`src/rtl/rx_ipv4_pkg.sv`:
```
// Shared definitions for the receive-side IPv4 stage: state encoding,
// header byte offsets and protocol constants.
package rx_ipv4_pkg;

    typedef enum logic [2:0] {
        ST_IDLE    = 3'd0,
        ST_HEADER  = 3'd1,
        ST_OPTIONS = 3'd2,
        ST_PAYLOAD = 3'd3,
        ST_DROP    = 3'd4
    } state_t;

    localparam logic [3:0]  IPV4_VER     = 4'd4;
    localparam logic [3:0]  IPV4_IHL_MIN = 4'd5;
    localparam logic [7:0]  PROTO_UDP    = 8'h11;
    localparam logic [7:0]  PROTO_ICMP   = 8'h01;
    localparam logic [31:0] IP_BCAST     = 32'hFFFF_FFFF;
    localparam logic [15:0] CSUM_OK      = 16'hFFFF;

    localparam logic [15:0] OFF_VER_IHL = 16'd0;
    localparam logic [15:0] OFF_LEN_HI  = 16'd2;
    localparam logic [15:0] OFF_LEN_LO  = 16'd3;
    localparam logic [15:0] OFF_FRAG_HI = 16'd6;
    localparam logic [15:0] OFF_FRAG_LO = 16'd7;
    localparam logic [15:0] OFF_PROTO   = 16'd9;
    localparam logic [15:0] OFF_SRC0    = 16'd12;
    localparam logic [15:0] OFF_SRC3    = 16'd15;
    localparam logic [15:0] OFF_DST0    = 16'd16;
    localparam logic [15:0] OFF_DST3    = 16'd19;

    function automatic logic [15:0] ihl_bytes(input logic [3:0] ihl);
        return {10'd0, ihl, 2'b00};
    endfunction

endpackage

```
`src/rtl/ipv4_csum16.sv`:
```
// Ones-complement header checksum: pairs bytes into big-endian 16-bit words.
// sum reflects the running total including the byte presented this cycle.
module ipv4_csum16 (
    input  logic        clk,
    input  logic        rst,
    input  logic        clear,
    input  logic        byte_v,
    input  logic [7:0]  byte_dat,
    output logic [15:0] sum
);

    logic [15:0] acc_q, acc_d, base_acc;
    logic [7:0]  hi_q, hi_d;
    logic        odd_q, odd_d, base_odd;
    logic [16:0] add;

    // clear restarts the sum so the byte arriving with it becomes the first
    always_comb begin
        base_acc = clear ? 16'd0 : acc_q;
        base_odd = clear ? 1'b0 : odd_q;
        acc_d    = base_acc;
        hi_d     = hi_q;
        odd_d    = base_odd;
        add      = 17'd0;
        if (byte_v) begin
            if (base_odd) begin
                add   = {1'b0, base_acc} + {1'b0, hi_q, byte_dat};
                acc_d = add[15:0] + {15'd0, add[16]};
                odd_d = 1'b0;
            end else begin
                hi_d  = byte_dat;
                odd_d = 1'b1;
            end
        end
    end

    assign sum = acc_d;

    always_ff @(posedge clk) begin
        if (rst) begin
            acc_q <= 16'd0;
            hi_q  <= 8'd0;
            odd_q <= 1'b0;
        end else begin
            acc_q <= acc_d;
            hi_q  <= hi_d;
            odd_q <= odd_d;
        end
    end

endmodule

```
`src/rtl/rx_ipv4.sv`:
```
// IPv4 receive stage: parses and validates the header, strips header/options
// and forwards only the IP payload one cycle later; failing packets are dropped.
module rx_ipv4
    import rx_ipv4_pkg::*;
#(
    parameter int         OCT   = 8,
    parameter logic [7:0] PROTO = PROTO_UDP
) (
    input  logic           RX_CLK,
    input  logic           rst,
    input  logic           func_en,
    input  logic [31:0]    ip_addr,
    input  logic           rx_ether_irq,
    input  logic           rx_ether_data_v,
    input  logic [OCT-1:0] rx_ether_data,
    output logic [31:0]    rx_src_ip,
    output logic           rx_ipv4_irq,
    output logic           rx_ipv4_data_v,
    output logic [OCT-1:0] rx_ipv4_data
);

    state_t          state_q, state_d;
    logic [15:0]     cnt_q, cnt_d, pay_left_q, pay_left_d;
    logic [7:0]      vihl_q, vihl_d, proto_q, proto_d;
    logic [15:0]     tl_q, tl_d, frag_q, frag_d;
    logic [31:0]     src_q, src_d, src_ip_q, src_ip_d;
    logic [23:0]     dst_q, dst_d;
    logic            prev_q, prev_d;
    logic            data_v_q, data_v_d, irq_q, irq_d;
    logic [OCT-1:0]  data_q, data_d;

    logic [15:0]     ihl4, pay_len, hdr_last, idx, csum_sum;
    logic [31:0]     dst_full;
    logic            hdr_ok, hdr_byte, hdr_done, csum_clr, csum_v;
    logic            unused_ether_irq;

    assign unused_ether_irq = rx_ether_irq;

    assign ihl4     = ihl_bytes(vihl_q[3:0]);
    assign pay_len  = tl_q - ihl4;
    assign hdr_last = ihl4 - 16'd1;
    assign dst_full = {dst_q, rx_ether_data};
    assign hdr_ok   = (vihl_q[7:4] == IPV4_VER) && (vihl_q[3:0] >= IPV4_IHL_MIN)
                   && !frag_q[13] && (frag_q[12:0] == 13'd0)
                   && (proto_q == PROTO)
                   && ((dst_full == ip_addr) || (dst_full == IP_BCAST))
                   && (tl_q >= ihl4);

    assign csum_clr = func_en && (state_q == ST_IDLE);
    assign csum_v   = func_en && rx_ether_data_v
                   && (state_q == ST_IDLE || state_q == ST_HEADER || state_q == ST_OPTIONS);

    ipv4_csum16 u_csum (
        .clk      (RX_CLK),
        .rst      (rst),
        .clear    (csum_clr),
        .byte_v   (csum_v),
        .byte_dat (rx_ether_data[7:0]),
        .sum      (csum_sum)
    );

    always_comb begin
        state_d    = state_q;
        cnt_d      = cnt_q;
        pay_left_d = pay_left_q;
        vihl_d     = vihl_q;
        tl_d       = tl_q;
        frag_d     = frag_q;
        proto_d    = proto_q;
        src_d      = src_q;
        dst_d      = dst_q;
        prev_d     = rx_ether_data_v;
        data_d     = data_q;
        data_v_d   = 1'b0;
        irq_d      = 1'b0;
        src_ip_d   = src_ip_q;
        hdr_byte   = 1'b0;
        hdr_done   = 1'b0;
        idx        = cnt_q;

        case (state_q)
            ST_IDLE: begin
                if (rx_ether_data_v && !prev_q) begin
                    state_d  = ST_HEADER;
                    idx      = 16'd0;
                    hdr_byte = 1'b1;
                end
            end
            ST_HEADER: begin
                if (!rx_ether_data_v) state_d = ST_IDLE;
                else                  hdr_byte = 1'b1;
            end
            ST_OPTIONS: begin
                if (!rx_ether_data_v) begin
                    state_d = ST_IDLE;
                end else begin
                    cnt_d = cnt_q + 16'd1;
                    if (cnt_q == hdr_last) begin
                        if (csum_sum == CSUM_OK) hdr_done = 1'b1;
                        else                     state_d  = ST_DROP;
                    end
                end
            end
            ST_PAYLOAD: begin
                if (!rx_ether_data_v) begin
                    state_d = ST_IDLE;
                end else begin
                    data_d     = rx_ether_data;
                    data_v_d   = 1'b1;
                    pay_left_d = pay_left_q - 16'd1;
                    if (pay_left_q == 16'd1) begin
                        irq_d    = 1'b1;
                        src_ip_d = src_q;
                        state_d  = ST_DROP;
                    end
                end
            end
            ST_DROP: begin
                if (!rx_ether_data_v) state_d = ST_IDLE;
            end
            default: state_d = ST_IDLE;
        endcase

        if (hdr_byte) begin
            cnt_d = idx + 16'd1;
            case (idx)
                OFF_VER_IHL:             vihl_d  = rx_ether_data;
                OFF_LEN_HI, OFF_LEN_LO:  tl_d    = {tl_q[7:0], rx_ether_data};
                OFF_FRAG_HI, OFF_FRAG_LO: frag_d = {frag_q[7:0], rx_ether_data};
                OFF_PROTO:               proto_d = rx_ether_data;
                default: ;
            endcase
            if (idx >= OFF_SRC0 && idx <= OFF_SRC3) src_d = {src_q[23:0], rx_ether_data};
            if (idx >= OFF_DST0 && idx <  OFF_DST3) dst_d = {dst_q[15:0], rx_ether_data};
            // Basic header checks are settled on the last fixed byte; the
            // checksum waits for the options when there are any.
            if (idx == OFF_DST3) begin
                if (!hdr_ok)                          state_d  = ST_DROP;
                else if (vihl_q[3:0] > IPV4_IHL_MIN)  state_d  = ST_OPTIONS;
                else if (csum_sum == CSUM_OK)         hdr_done = 1'b1;
                else                                  state_d  = ST_DROP;
            end
        end

        if (hdr_done) begin
            pay_left_d = pay_len;
            if (pay_len == 16'd0) begin
                irq_d    = 1'b1;
                src_ip_d = src_q;
                state_d  = ST_DROP;
            end else begin
                state_d  = ST_PAYLOAD;
            end
        end
    end

    // prev_q resets high so a frame already in flight across reset is ignored
    always_ff @(posedge RX_CLK) begin
        if (rst) begin
            state_q    <= ST_IDLE;
            cnt_q      <= 16'd0;
            pay_left_q <= 16'd0;
            vihl_q     <= 8'd0;
            tl_q       <= 16'd0;
            frag_q     <= 16'd0;
            proto_q    <= 8'd0;
            src_q      <= 32'd0;
            dst_q      <= 24'd0;
            prev_q     <= 1'b1;
            data_q     <= '0;
            data_v_q   <= 1'b0;
            irq_q      <= 1'b0;
            src_ip_q   <= 32'd0;
        end else if (func_en) begin
            state_q    <= state_d;
            cnt_q      <= cnt_d;
            pay_left_q <= pay_left_d;
            vihl_q     <= vihl_d;
            tl_q       <= tl_d;
            frag_q     <= frag_d;
            proto_q    <= proto_d;
            src_q      <= src_d;
            dst_q      <= dst_d;
            prev_q     <= prev_d;
            data_q     <= data_d;
            data_v_q   <= data_v_d;
            irq_q      <= irq_d;
            src_ip_q   <= src_ip_d;
        end
    end

    assign rx_src_ip      = src_ip_q;
    assign rx_ipv4_irq    = irq_q;
    assign rx_ipv4_data_v = data_v_q;
    assign rx_ipv4_data   = data_q;

endmodule
```
`config.mk`:
```
export PLATFORM = sky130hd
export DESIGN_NAME = rx_ipv4
export DESIGN_NICKNAME = d
export VERILOG_FILES = /design/src/rtl/rx_ipv4_pkg.sv /design/src/rtl/ipv4_csum16.sv /design/src/rtl/rx_ipv4.sv
export SDC_FILE = /design/constraint.sdc
export NUM_CORES = 1
export LEC_CHECK = 0
export ABC_AREA = 1
export CAP_MARGIN = 20
export CORE_ASPECT_RATIO = 0.6
export CORE_MARGIN = 4
export CORE_UTILIZATION = 50
export CTS_CLUSTER_DIAMETER = 60
export DETAILED_ROUTE_END_ITERATION = 12
export PLACE_DENSITY = 0.68
export SYNTH_ARGS = -nofsm -noshare
export SYNTH_HDL_FRONTEND = slang
export SYNTH_SLANG_ARGS = --single-unit
```
`constraint.sdc`:
```
create_clock -name RX_CLK -period 7.9 [get_ports RX_CLK]
set_input_delay 1.975 -clock RX_CLK [delete_from_list [all_inputs] [get_ports RX_CLK]]
set_output_delay 1.975 -clock RX_CLK [all_outputs]
set_load 0.01 [all_outputs]
```
==> impl_summary.log, run 1 <==
[metrics] number of nets in the finished design: 1826
[metrics] number of setup violations in the final report: 0
[metrics] Avg Cell Area, Syn: 6.60 sq um
[metrics] share of synthesized cell area in and, or, nand and nor gates: 29.3%
[metrics] height of the die: 124 microns
[metrics] worst clock skew on the final layout: 0.0181 ns
[metrics] number of buffers inserted to repair setup after CTS: 0
[metrics] post-route fraction of the period consumed by the critical path: 90.4%
[metrics] total of cells resized after clock tree synthesis: 0
[metrics] synthesized-area fraction occupied by ao, oa, aoi and oai cells: 14.8%
[metrics] setup TNS after final layout: 0 ns
[metrics] via/cell ratio: 5.31
[metrics] GRT Util Overall: 24.4%
[metrics] data arrival time at the worst-slack endpoint: 7.54 ns
[metrics] detailed placement HPWL: 22.6 mm
[metrics] peak clock frequency supported by timing: 0.140 GHz
[metrics] maximum VDD drop: 0.171 mV
[metrics] Pwr per Cell Area: 177 nW/um^2
[metrics] CTS tree: built
[metrics] Max Cap Viol: 0
[metrics] number of top-level pins: 87
[metrics] net switching power figure: 0.550 mW
[metrics] last weighted congestion value of the routability-driven placer: 0.930
[metrics] RSZ-0062 raised after global routing: false
[metrics] number of nets with antenna violations after routing: 0
[metrics] total detailed-routing wirelength: 31.1 mm
[metrics] Synth Area in Adders: 3.16%
[metrics] switching share of total power: 23.9%
[metrics] antenna violations before repair: 0
[metrics] worst reg2reg path depth: 38
[metrics] cell repeated most along the worst path: sky130_fd_sc_hd__nand2_1
[metrics] Internal Dissipation: 1.75 mW
[metrics] sequential-to-total area share from yosys stat: 36.8%
[metrics] Wirelength per Cell: 15.1 microns
[metrics] Site Rows: 42
[metrics] number of global-route vias before repair: 9677
[metrics] slowest cell delay on critical path: 0.52 ns
[metrics] dominant combinational cell family by area after synthesis: simple AND/OR/NAND/NOR gates
[metrics] static leakage: 5.86 nW
[metrics] cell area after layout: 13000 sq um
[metrics] synthesized instance count: 1689
[metrics] count of hold buffers inserted by post-cts repair: 0
[metrics] sum of buffers and inverters on the critical path: 8
[metrics] CTS clock-pin slew for the worst setup and hold paths: 0.06 ns
[metrics] mux contribution to synthesized area: 0%
[metrics] run status: finished clean
[metrics] number of DRC markers after the initial detailed-route iteration: 1057
[metrics] die area: 24800 sq um
[metrics] final-layout worst hold slack: 0.448 ns
[metrics] CP Class: in -> reg
[metrics] portion of total power attributed to sequential cells: 45.6%
[metrics] Fill cells: 2054
[metrics] slew at the pin closest to its max-slew limit: 1.04 ns
[metrics] count of state elements after synthesis: 205
[metrics] final-report max-slew violation count: 0
[metrics] first-pass GRT wire length: 50.2 mm
[metrics] area inside the core boundary: 22000 sq um
[metrics] Fin. Hold Viols: 0
[metrics] final core utilization: 59.2%
[metrics] warning count from the yosys run: 0
[metrics] total number of vias: 10911
[metrics] capture endpoint of the worst hold path: frag_q[9]
[metrics] relative area change from synthesis to final layout: 16.6%
[metrics] pin count of the biggest net entering global routing: 99
[metrics] Hold Path Origin: frag_q[9]
[metrics] number of DRC violations after detailed routing: 0
[metrics] fraction of final layout cells with drive strength greater than 1: 4.41%
[metrics] port bufs: 85
[metrics] Critical Path End Type: register
[metrics] FF+latch area: 4100 sq um
[metrics] combinational share of power: 8.5%
[metrics] part of the power in the clock network: 46.0%
[metrics] Post-DP Area: 12300 sq um
[metrics] total power after layout: 2.30 mW
[metrics] Initial Utilization: 50.8%
[metrics] number of buffers inserted during clock tree synthesis: 21
[metrics] root buffer cell: sky130_fd_sc_hd__clkbuf_16
[metrics] number of gates on the worst path with buffers counted: 38
[metrics] clock tree buffer depth: 3
[metrics] antenna diode instance count: 0
[metrics] Min-Delay Path Class: reg -> reg
[metrics] share of synthesized registers carrying an async set or reset: 0%
[metrics] max-slew headroom at the worst pin: 30.9%
[metrics] setup slack of the most critical reg-to-reg path: 2.16 ns
[metrics] Crit path required time: 8.29 ns
[metrics] clock latency reported for the late side of the worst-skew pair: 0.50 ns
[metrics] number of library cell types mapped by synthesis: 43
[metrics] kind of launch point of the worst setup path: primary input
[metrics] number of clock sinks: 205
[metrics] area taken by multi-input logic gates: 5840 sq um
[metrics] Post-Synthesis Cell Area: 11200 sq um
[metrics] endpoint of the worst-slack reg-to-reg timing path: pay_left_q[1]
[metrics] total nets after synthesis: 1761
[metrics] xor-xnor portion of the synthesized cell area: 4.95%
[metrics] depth of the worst hold-timing path: 2
[metrics] router iterations before antenna repair: 5
[metrics] final critical-path required period: 7.14 ns
[metrics] EDFF count, synth: 0
[metrics] Congestion Overflow GR: 0
[metrics] CP max FO: 15
[metrics] die width: 201 microns
[metrics] family of cells with the greatest summed delay on the critical path: simple AND/OR/NAND/NOR gates
[metrics] worst-path cell with the longest stage delay: sky130_fd_sc_hd__clkdlybuf4s50_1
[metrics] H-tree levels: 1
[metrics] reg-to-reg critical path startpoint: state_q[1]
[metrics] flip-flop cell with the highest count after synthesis: sky130_fd_sc_hd__dfxtp_1
[area by class of cell]
cell class	instances	area share, %
tap	286	2.75
clock inverter	9	1.00
clock buffer	29	4.66
multi-input combinational	1166	44.9
timing repair buffer	104	7.70
sequential	205	31.6
inverter	256	7.41
[cell usage in the layout, fill, tap and decap left out, types with 37 or more instances in the layout]
master,instances
sky130_fd_sc_hd__a21oi_1,136
sky130_fd_sc_hd__clkdlybuf4s50_1,84
sky130_fd_sc_hd__dfxtp_1,205
sky130_fd_sc_hd__inv_1,249
sky130_fd_sc_hd__nand2_1,338
sky130_fd_sc_hd__nand3_1,111
sky130_fd_sc_hd__nand4_1,40
sky130_fd_sc_hd__nor2_1,208
sky130_fd_sc_hd__o21ai_0,147
sky130_fd_sc_hd__xnor2_1,37
[per-layer routing]
metal	global-route usage (%)	vias up	wire length (microns)
li1	-	5583	-
met5	0	-	0
met3	5.52	32	2700
met2	33.2	349	11600
met4	3.82	0	375
met1	39.1	4947	16400
[tightest hold or removal path: cells and delay by family, from the launching register on]
kind | cells | cell delay [ns]
buf+inv | 1 | 0.05
flops | 1 | 0.31
compound gates | 1 | 0.05
[sequential cells by signal, summed over array words and instances, names as in the netlist]
name	flops
u_csum.hi_q	8
rx_ipv4_data_v	1
pay_left_q	16
src_q	32
state_q	3
vihl_q	8
cnt_q	16
prev_q	1
proto_q	8
rx_ipv4_data	8
dst_q	24
tl_q	16
rx_src_ip	32
rx_ipv4_irq	1
frag_q	14
u_csum.acc_q	16
u_csum.odd_q	1
[logic make-up after synthesis]
logic type,after synthesis
and+or+nand+nor,762
buffers and inverters,318
AOI/OAI and AO/OA,314
DFF,205
xor gates and xnor gates,63
adders and majority gates,27
[through the flow]
| stage | setup WS (ns) | instances |
|---|---|---|
| finish | 0.758 | 2055 |
| global route | 0.327 | 2055 |
| CTS | 0.889 | 2054 |
| detailed placement | 0.391 | 2016 |
| global placement | 0.479 | 2016 |
| floorplan | 1.75 | 1689 |
[cell usage after synthesis, types with 2 or more instances]
library cell,count,area [sq um]
sky130_fd_sc_hd__nor3b_1,2,15.0
sky130_fd_sc_hd__a21oi_1,136,681
sky130_fd_sc_hd__nand2_1,339,1270
sky130_fd_sc_hd__nor3_1,16,80.1
sky130_fd_sc_hd__inv_1,250,938
sky130_fd_sc_hd__or2_2,2,12.5
sky130_fd_sc_hd__xor2_1,26,228
sky130_fd_sc_hd__dfxtp_1,205,4100
sky130_fd_sc_hd__clkinv_1,2,7.51
sky130_fd_sc_hd__nand3b_1,5,37.5
sky130_fd_sc_hd__nand3_2,3,30.0
sky130_fd_sc_hd__nor4_1,26,163
sky130_fd_sc_hd__o21bai_1,4,30.0
sky130_fd_sc_hd__nand4_1,40,250
sky130_fd_sc_hd__fa_1,2,40.0
sky130_fd_sc_hd__buf_1,3,11.3
sky130_fd_sc_hd__a211oi_1,12,90.1
sky130_fd_sc_hd__nand3_1,111,556
sky130_fd_sc_hd__nor2_1,208,781
sky130_fd_sc_hd__o21ai_1,2,10.0
sky130_fd_sc_hd__ha_1,25,313
sky130_fd_sc_hd__buf_2,6,30.0
sky130_fd_sc_hd__buf_6,3,33.8
sky130_fd_sc_hd__inv_2,4,15.0
sky130_fd_sc_hd__o41ai_1,2,17.5
sky130_fd_sc_hd__a31oi_1,2,12.5
sky130_fd_sc_hd__nand2_2,6,37.5
sky130_fd_sc_hd__a22oi_1,2,15.0
sky130_fd_sc_hd__clkbuf_1,49,184
sky130_fd_sc_hd__o21ai_0,147,736
sky130_fd_sc_hd__xnor2_1,37,324
[power by group through the flow]
stage | clock network (mW) | logic (mW) | registers (mW)
after global placement | 0 | 0.186 | 1.07
after CTS | 1.08 | 0.191 | 1.05
final | 1.06 | 0.195 | 1.05
after global routing | 1.11 | 0.214 | 1.05
after floorplan | 0 | 0.117 | 1.07
after detailed placement | 0 | 0.189 | 1.07
[worst max path at each step]
stage / slack [ns] / endpoint / start
after global routing: 0.33 / pay_left_q[1] / func_en
after detailed placement: 0.39 / pay_left_q[1] / func_en
after global placement: 0.48 / pay_left_q[2] / func_en
final: 0.76 / pay_left_q[1] / func_en
after CTS: 0.89 / pay_left_q[1] / func_en
after floorplan: 1.75 / pay_left_q[9] / func_en
Note: power is estimated with default switching activity, not from simulation.
==> run 2, diff against run 1 <==
Settings changed: REMOVE_ABC_BUFFERS from default to 1, SYNTH_HIERARCHICAL from default to 1.
==> impl_summary.log, run 2 <==
[metrics] most frequent cells after synthesis: 398 x sky130_fd_sc_hd__nand2_1, 263 x sky130_fd_sc_hd__inv_1, 205 x sky130_fd_sc_hd__dfxtp_1 (was 339 x sky130_fd_sc_hd__nand2_1, 250 x sky130_fd_sc_hd__inv_1, 208 x sky130_fd_sc_hd__nor2_1)
[metrics] final worst-path setup slack: 0.442 ns (was 0.758 ns)
[metrics] capture endpoint of the worst hold path: src_q[27] (was frag_q[9])
[metrics] number of DRC markers after the initial detailed-route iteration: 969 (was 1057)
[metrics] total number of vias: 10702 (was 10911)
[metrics] kind of launch point of the worst setup path: primary input (unchanged)
[metrics] RSZ-0062 raised after global routing: false (unchanged)
[metrics] clock latency reported for the late side of the worst-skew pair: 0.50 ns (about the same)
[metrics] final critical-path required period: 7.46 ns (was 7.14 ns)
[metrics] data arrival time at the worst-slack endpoint: 7.89 ns (was 7.54 ns)
[metrics] post-route fraction of the period consumed by the critical path: 94.4% (was 90.4%)
[metrics] antenna violations before repair: 0 (unchanged)
[metrics] number of setup violations in the final report: 0 (unchanged)
[metrics] fraction of final layout cells with drive strength greater than 1: 7.39% (was 4.41%)
[metrics] slowest cell delay on critical path: 0.48 ns (was 0.52 ns)
[metrics] CP max FO: 65 (was 15)
[metrics] setup TNS after final layout: 0 ns (unchanged)
[metrics] static leakage: 5.98 nW (was 5.86 nW)
[metrics] number of nets in the finished design: 1874 (was 1826)
[metrics] CTS tree: built (unchanged)
[metrics] router iterations before antenna repair: 5 (unchanged)
[metrics] height of the die: 124 microns (about the same)
[metrics] CP Class: in -> reg (unchanged)
[metrics] Congestion Overflow GR: 0 (unchanged)
[metrics] Wirelength per Cell: 14.0 microns (was 15.1 microns)
[metrics] sequential-to-total area share from yosys stat: 36.3% (was 36.8%)
[metrics] via/cell ratio: 5.04 (was 5.31)
[metrics] number of library cell types mapped by synthesis: 45 (was 43)
[metrics] Fin. Hold Viols: 0 (unchanged)
[metrics] max-slew headroom at the worst pin: 30.8% (was 30.9%)
[metrics] dpl ws: -0.0173 ns (was 0.391 ns)
[metrics] Avg Cell Area, Syn: 6.60 sq um (about the same)
[metrics] pin count of the biggest net entering global routing: 100 (was 99)
[metrics] clock tree buffer depth: 3 (unchanged)
[metrics] depth of the worst hold-timing path: 2 (unchanged)
[metrics] Max Cap Viol: 0 (unchanged)
[metrics] EDFF count, synth: 0 (unchanged)
[metrics] flip-flop cell with the highest count after synthesis: sky130_fd_sc_hd__dfxtp_1 (unchanged)
[metrics] Critical Path End Type: register (unchanged)
[metrics] number of global-route vias before repair: 9436 (was 9677)
[metrics] Initial Utilization: 51.1% (was 50.8%)
[metrics] die width: 202 microns (was 201 microns)
[metrics] most numerous cell in the Yosys netlist: sky130_fd_sc_hd__nand2_1 (unchanged)
[metrics] peak clock frequency supported by timing: 0.134 GHz (was 0.140 GHz)
[metrics] last weighted congestion value of the routability-driven placer: 0.917 (was 0.930)
[metrics] count of state elements after synthesis: 205 (unchanged)
[metrics] worst-path cell with the longest stage delay: sky130_fd_sc_hd__clkdlybuf4s50_1 (unchanged)
[metrics] reg-to-reg critical path startpoint: state_q[2] (was state_q[1])
[metrics] die area: 25200 sq um (was 24800 sq um)
[metrics] synthesized instance count: 1713 (was 1689)
[metrics] Pwr per Cell Area: 171 nW/um^2 (was 177 nW/um^2)
[metrics] relative area change from synthesis to final layout: 17.9% (was 16.6%)
[metrics] cell taking the most area after synthesis: sky130_fd_sc_hd__dfxtp_1 (unchanged)
[metrics] detailed placement HPWL: 21.8 mm (was 22.6 mm)
[metrics] commonest non-fill, non-tap cell in the layout: sky130_fd_sc_hd__nand2_1 (unchanged)
[metrics] number of nets with antenna violations after routing: 0 (unchanged)
[metrics] maximum VDD drop: 0.141 mV (was 0.171 mV)
[metrics] worst reg2reg path depth: 40 (was 38)
[metrics] most frequent cells in the layout: 397 x sky130_fd_sc_hd__nand2_1, 262 x sky130_fd_sc_hd__inv_1, 205 x sky130_fd_sc_hd__dfxtp_1 (was 338 x sky130_fd_sc_hd__nand2_1, 249 x sky130_fd_sc_hd__inv_1, 208 x sky130_fd_sc_hd__nor2_1)
[metrics] Post-Synthesis Cell Area: 11300 sq um (was 11200 sq um)
[metrics] endpoint of the worst-slack reg-to-reg timing path: rx_src_ip[5] (was pay_left_q[1])
[metrics] Hold Path Origin: src_q[27] (was frag_q[9])
[metrics] largest cells by area after synthesis: sky130_fd_sc_hd__dfxtp_1 36%, sky130_fd_sc_hd__nand2_1 13%, sky130_fd_sc_hd__inv_1 8.7% (was sky130_fd_sc_hd__dfxtp_1 37%, sky130_fd_sc_hd__nand2_1 11%, sky130_fd_sc_hd__inv_1 8.4%)
[metrics] port bufs: 85 (unchanged)
[metrics] worst clock skew on the final layout: 0.0121 ns (was 0.0181 ns)
[metrics] count of hold buffers inserted by post-cts repair: 0 (unchanged)
[metrics] number of top-level pins: 87 (unchanged)
[metrics] number of DRC violations after detailed routing: 0 (unchanged)
[metrics] warning count from the yosys run: 6 (was 0)
[metrics] share of synthesized registers carrying an async set or reset: 0% (unchanged)
[metrics] first-pass GRT wire length: 48.5 mm (was 50.2 mm)
[metrics] share of the synthesized area in the top cell type: 36.3% (was 36.8%)
[metrics] Site Rows: 42 (unchanged)
[metrics] area inside the core boundary: 22100 sq um (was 22000 sq um)
[metrics] H-tree levels: 1 (unchanged)
[metrics] root buffer cell: sky130_fd_sc_hd__clkbuf_16 (unchanged)
[metrics] Crit path required time: 8.33 ns (was 8.29 ns)
[metrics] final-report max-slew violation count: 0 (unchanged)
[metrics] cell repeated most along the worst path: sky130_fd_sc_hd__nand2_1 (unchanged)
[metrics] setup slack of the most critical reg-to-reg path: 1.95 ns (was 2.16 ns)
[metrics] run status: finished clean (unchanged)
[metrics] total detailed-routing wirelength: 29.8 mm (was 31.1 mm)
[metrics] number of buffers inserted during clock tree synthesis: 21 (unchanged)
[metrics] number of clock sinks: 205 (unchanged)
[metrics] CTS clock-pin slew for the worst setup and hold paths: 0.06 ns (about the same)
[metrics] Min-Delay Path Class: reg -> reg (unchanged)
[metrics] slew at the pin closest to its max-slew limit: 1.04 ns (about the same)
[metrics] GRT Util Overall: 22.9% (was 24.4%)
run 2: changes by cell type after synthesis, moves of 13 or more:
| cell | previous run | this run |
|---|---|---|
| sky130_fd_sc_hd__nand2_1 | 339 | 398 |
| sky130_fd_sc_hd__a21oi_1 | 136 | 159 |
| sky130_fd_sc_hd__nor4_1 | 26 | 6 |
| sky130_fd_sc_hd__nand4_1 | 40 | 27 |
| sky130_fd_sc_hd__nand3_1 | 111 | 69 |
| sky130_fd_sc_hd__inv_1 | 250 | 263 |
| sky130_fd_sc_hd__nor2_1 | 208 | 190 |
run 2: layout make-up:
cell class	instances	area [sq um]
tap	308	385
clock inverter	10	136
timing repair buffer	125	1160
inverter	269	1010
fill	2059	8790
multi-input combinational	1177	5920
antenna	1	2.50
clock buffer	28	612
sequential	205	4100
run 2: worst max-delay path by stage:
stage / from / end
6_report: func_en / rx_src_ip[5]
5_1_grt: func_en / rx_src_ip[7]
4_1_cts: func_en / rx_src_ip[5]
3_5_place_dp: func_en / rx_src_ip[5]
2_1_floorplan: func_en / rx_src_ip[0]
3_3_place_gp: func_en / rx_src_ip[10]
run 2: through the flow:
stage / instances / util (%) / area [sq um] / total power, mW / hold slack [ns]
5_1_grt: 2122 / 60.2 / 13300 / 2.37 / 0.467
3_5_place_dp: 2084 / 56.8 / 12600 / 1.25 / 0.438
2_1_floorplan: 1651 / - / 11000 / 1.17 / 0.425
6_report: 2123 / 60.3 / 13300 / 2.29 / 0.447
4_1_cts: 2122 / 60.2 / 13300 / 2.31 / 0.450
3_3_place_gp: 2084 / 56.8 / 12600 / 1.24 / 0.434
run 2: repair_timing:
| action | in CTS | in global routing |
|---|---|---|
| buffers inserted | 0 | 0 |
| hold endpoints to repair | 0 | 0 |
| setup endpoints to repair | 0 | 35 |
| resized for setup | 0 | 1 |
run 2: logic make-up (layout without fill, tap and decap cells):
logic type / after synthesis / in the layout / share of synthesized area [%]
buffers and inverters: 331 / 432 / 11.5
AND/OR/NAND/NOR: 762 / 762 / 29.2
flip-flops: 205 / 205 / 36.3
XOR/XNOR: 59 / 59 / 4.57
AO/OA/AOI/OAI: 326 / 326 / 15.0
adder cells (fa/ha/maj): 30 / 30 / 3.45
other: 0 / 1 / 0
run 2: per-layer routing:
layer  GRT usage [%]  wire, microns
met5               0              0
met4            3.43            385
met3            3.59           2400
met2            31.6          11500
met1            37.5          15500
run 2: worst max-delay path, delay by kind of cell:
kind,cells,cell delay (ns)
buffers and inverters,8,1.28
AOI/OAI and AO/OA,2,0.31
adders and majority gates,4,1.05
and+or+nand+nor,28,3.20
run 2: report_power, final:
group / internal (mW) / switching [mW] / total [mW]
Clock: 0.644 / 0.414 / 1.06
Combinational: 0.0704 / 0.112 / 0.182
Sequential: 1.04 / 0.00564 / 1.04
Total: 1.75 / 0.532 / 2.29
